## src/rtl/if_id_queue.sv

```systemverilog
// Fetch-to-decode instruction queue: buffers {instruction, pc+4} pairs across
// decode stalls, drops everything on flush, and shows a NOP bubble when empty.
module if_id_queue #(
  parameter int DEPTH = 4,
  parameter int WIDTH = 32
) (
  input  logic                         clk,
  input  logic                         reset,
  input  logic                         in_valid,
  output logic                         in_ready,
  input  logic [WIDTH-1:0]             in_instruction,
  input  logic [WIDTH-1:0]             in_pc4,
  input  logic                         flush,
  input  logic                         stall,
  output logic                         out_valid,
  output logic [WIDTH-1:0]             out_instruction,
  output logic [WIDTH-1:0]             out_pc4,
  output logic [$clog2(DEPTH+1)-1:0]   count
);

  localparam int AW = $clog2(DEPTH);
  localparam int CW = $clog2(DEPTH + 1);
  localparam logic [CW-1:0]    FULL = CW'(DEPTH);
  localparam logic [WIDTH-1:0] NOP  = WIDTH'(32'h0000_0013);

  logic [WIDTH-1:0] instr_mem [DEPTH];
  logic [WIDTH-1:0] pc4_mem   [DEPTH];
  logic [AW-1:0]    rd_ptr;
  logic [AW-1:0]    wr_ptr;
  logic             enq;
  logic             deq;

  // Handshake is a function of registered count only; flush and stall gate the
  // internal transfer but never feed back into in_ready.
  always_comb begin
    in_ready  = (count != FULL);
    out_valid = (count != '0);
    enq       = in_valid && in_ready && !flush;
    deq       = out_valid && !stall && !flush;
  end

  always_ff @(posedge clk) begin
    if (!reset || flush) begin
      rd_ptr <= '0;
      wr_ptr <= '0;
      count  <= '0;
    end else begin
      if (enq) wr_ptr <= wr_ptr + AW'(1);
      if (deq) rd_ptr <= rd_ptr + AW'(1);
      case ({enq, deq})
        2'b10:   count <= count + CW'(1);
        2'b01:   count <= count - CW'(1);
        default: count <= count;
      endcase
    end
  end

  // Storage needs no reset; unread slots are never presented to decode.
  always_ff @(posedge clk) begin
    if (enq) begin
      instr_mem[wr_ptr] <= in_instruction;
      pc4_mem[wr_ptr]   <= in_pc4;
    end
  end

  always_comb begin
    out_instruction = NOP;
    out_pc4         = '0;
    if (out_valid) begin
      out_instruction = instr_mem[rd_ptr];
      out_pc4         = pc4_mem[rd_ptr];
    end
  end

endmodule
```

## config.mk

```make
export PLATFORM = sky130hd
export DESIGN_NAME = if_id_queue
export DESIGN_NICKNAME = d
export VERILOG_FILES = /design/src/rtl/if_id_queue.sv
export SDC_FILE = /design/constraint.sdc
export NUM_CORES = 1
export LEC_CHECK = 0
export BUFFER_PORTS_ARGS = -buffer_cell sky130_fd_sc_hd__buf_2
export CORE_MARGIN = 4
export CORE_UTILIZATION = 35
export DETAILED_ROUTE_END_ITERATION = 6
export GPL_TIMING_DRIVEN = 0
export PLACE_DENSITY = 0.53
export SLEW_MARGIN = 40
export SYNTH_ARGS = -nofsm -noshare
export SYNTH_HDL_FRONTEND = slang
export SYNTH_SLANG_ARGS = --single-unit
```

## constraint.sdc

```tcl
create_clock -name clk -period 3.42 [get_ports clk]
set_input_delay 0.855 -clock clk [delete_from_list [all_inputs] [get_ports clk]]
set_output_delay 0.855 -clock clk [all_outputs]
set_load 0.1 [all_outputs]
```

==> qor.csv <==
metric,value,unit
grt_overflow,0,
grt_util_met1,0.1661,
fmax,0.3134,GHz
setup_viol,0,
io_pins,138,
hold_viol,0,
syn_area_per_cell,22.22,um2
synth_flop_cell,edfxtp_1,
htreeDepth,1,
worst_clock_skew,11.45,ps
post_cts_buffers,0,
power_per_cell_area,544.4,nW/um2
rsz0062_at_grt,no,
hold_class,flop to flop,
grt_pass1_vias,5564,
max-cap-violations,0,
drt_wl_total,20.31,mm
synth_edf_count,256,
grt.met2_usage,0.2192,
required,2560,ps
worstMarginPinSlew,518.7,ps
finalNetCount,710,
power.internal,0.005328,W
worstSetupPathType,flop to output port,
p_switching,0.001430,W
seqPwrFrac,0.536,
critical_path.cell_chain,nor3_4 -> inv_2 -> clkbuf_1 -> and2_1 -> buf_2,
use_met3,0.02805,
cts_resized,0,
drive_gt1_frac,0.4196,
final_cells,1037,
power.total,0.006758,W
switching_share,0.2116,
grt_pass1_wl,31.51,mm
place_area,11580,um2
postSynthCellCount,460,
grt_start_max_net_pins,31,
dpl.hpwl,12.88,mm
cts_tree,yes,
drc,0,
end_kind,output port,
root_buffer,clkbuf_16,
yosys-top-cells-area,"edfxtp_1, mux4_2, and2_1",
dp_slack,594.3,ps
comb_power_share,0.064,
ys_seq_area_frac,0.7696,
synthArstFlopShare,0,
crit_family,buffers and inverters,
synthToLayoutAreaGrowth,21.44,%
die_w,178.9,um
syn-cell-area,10220,um2
gp_congestion,0.7477,
dieArea,32010,um2
final_cell_mix,"edfxtp_1, buf_2, mux4_2, and2_1, clkbuf_16",
antenna_found_initial,2,
cts_max_path_buffers,3,
crit_arrival,2340,ps
clk_latency,520,ps
yosysWarningCount,0,
yosysTopAreaCellShare,0.7520,
p_clk_frac,0.401,
finalCriticalPeriod,3191,ps
fin_area,12410,um2
finalCritPeriodShare,0.9330,
synth_seq_cells,265,
slew_headroom,0.6566,
via_per_inst,4.769,
drt-pass1-iter-count,4,
wl_per_cell,19.58,um
coreArea,28780,um2
yosysUniqueCellTypes,33,
leakage,4.244,nW
portBuffers,137,
slowest_stage,dfxtp_1,
critPathLaunchType,flop,
vias,4945,
synthesis.nets,535,
fill_cells,2558,
post-place-cells,989,
grtUsageTotal,0.1282,
clkTransAtPathRegs,60,ps
peakVddDrop,416.5,uV
postCtsHoldBufs,0,
worstPathMaxFanout,10,
start_util,0.3552,
final.setup.worst_slack,229.1,ps
clock-sinks,265,
die_h,178.9,um
rows,62,
slew_violations,0,
antenna_left,0,
worst_path_largest_cell_delay,470,ps
worst-path-buf-inv,3,
yosysTopAreaCell,edfxtp_1,
status,"complete, no violations",
drtIter0Drc,216,
final_common_cell,edfxtp_1,
cts_buffers,28,
top_usage_layer,met2,
antennaDiodeCount,0,
metrics by stage:
stage / utilization / setup TNS [ps] / hold WS [ps]
CTS: 0.4310 / 0 / 502.7
finish: 0.4314 / 0 / 508.2
global route: 0.4314 / 0 / 519.1
global placement: 0.3963 / 0 / 472.1
floorplan: - / -140.2 / 458.7
detailed placement: 0.4024 / 0 / 496.6
state kept, by name (all words and copies together), names as in the netlist, named ones only:
| signal | flops |
|---|---|
| instr_mem | 128 |
| pc4_mem | 128 |
| wr_ptr | 2 |
| rd_ptr | 2 |
| count | 3 |
cell families after synthesis:
| logic type | after synthesis | synth area share |
|---|---|---|
| flops | 265 | 0.7696 |
| simple gates | 86 | 0.05226 |
| mux | 64 | 0.1414 |
| buf+inv | 28 | 0.02154 |
| compound gates | 9 | 0.005385 |
| fa+ha+maj | 6 | 0.008078 |
| xor+xnor | 2 | 0.001714 |
metal layers:
metal	up-vias	wire length (um)
li1	2222	-
met1	2556	8580
met2	125	10180
met3	38	1062
met4	4	466
met5	-	20
power by group through the flow:
stage | Clock [W] | Sequential [W] | Combinational [W]
after global routing | 0.00295 | 0.00362 | 0.000459
final | 0.00271 | 0.00362 | 0.000429
after CTS | 0.00282 | 0.00362 | 0.000437
after global placement | 0 | 0.00369 | 0.000416
after detailed placement | 0 | 0.00369 | 0.000436
after floorplan | 0 | 0.00369 | 0.000290
layout make-up:
| cell class | count | area, um2 | area share |
|---|---|---|---|
| plain buffers | 21 | 197.7 | 0.01592 |
| clock buffers | 36 | 752.0 | 0.06057 |
| inverters | 7 | 26.28 | 0.002117 |
| flip-flops and latches | 265 | 7868 | 0.6337 |
| well taps | 384 | 480.5 | 0.03870 |
| clock inverters | 12 | 73.82 | 0.005946 |
| multi-input cells | 167 | 2171 | 0.1749 |
| repair buffers | 145 | 845.8 | 0.06813 |
synthesized netlist by cell type, drive strengths merged, types with 2 or more instances:
cell	count
nor3	2
mux4	64
inv	7
nor2	3
and2	62
nand2	2
buf	14
ha	5
nor2b	2
or2	3
xor2	2
clkbuf	7
edfxtp	256
and3	4
o21ai	3
a21oi	4
nand4	2
or3	2
dfxtp	9
nand2b	2
worst paths after layout:
check,startpoint,end,slack (ps),depth (start not counted)
worst max-delay path,count[0],out_pc4[8],230,5
worst min-delay path,wr_ptr[0],wr_ptr[0],510,2
worst max register to register,count[2],count[2],890,10
worst min register to register,wr_ptr[0],wr_ptr[0],510,2
worst register-to-register path: cells and delay by family (launching register included):
family | cells | cell delay, ps
AO/OA/AOI/OAI | 1 | 150
XOR/XNOR | 1 | 160
adder cells (fa/ha/maj) | 2 | 560
buffers and inverters | 3 | 300
flip-flops | 1 | 430
AND/OR/NAND/NOR | 3 | 860
No activity file was read; power rests on OpenSTA's default activity.
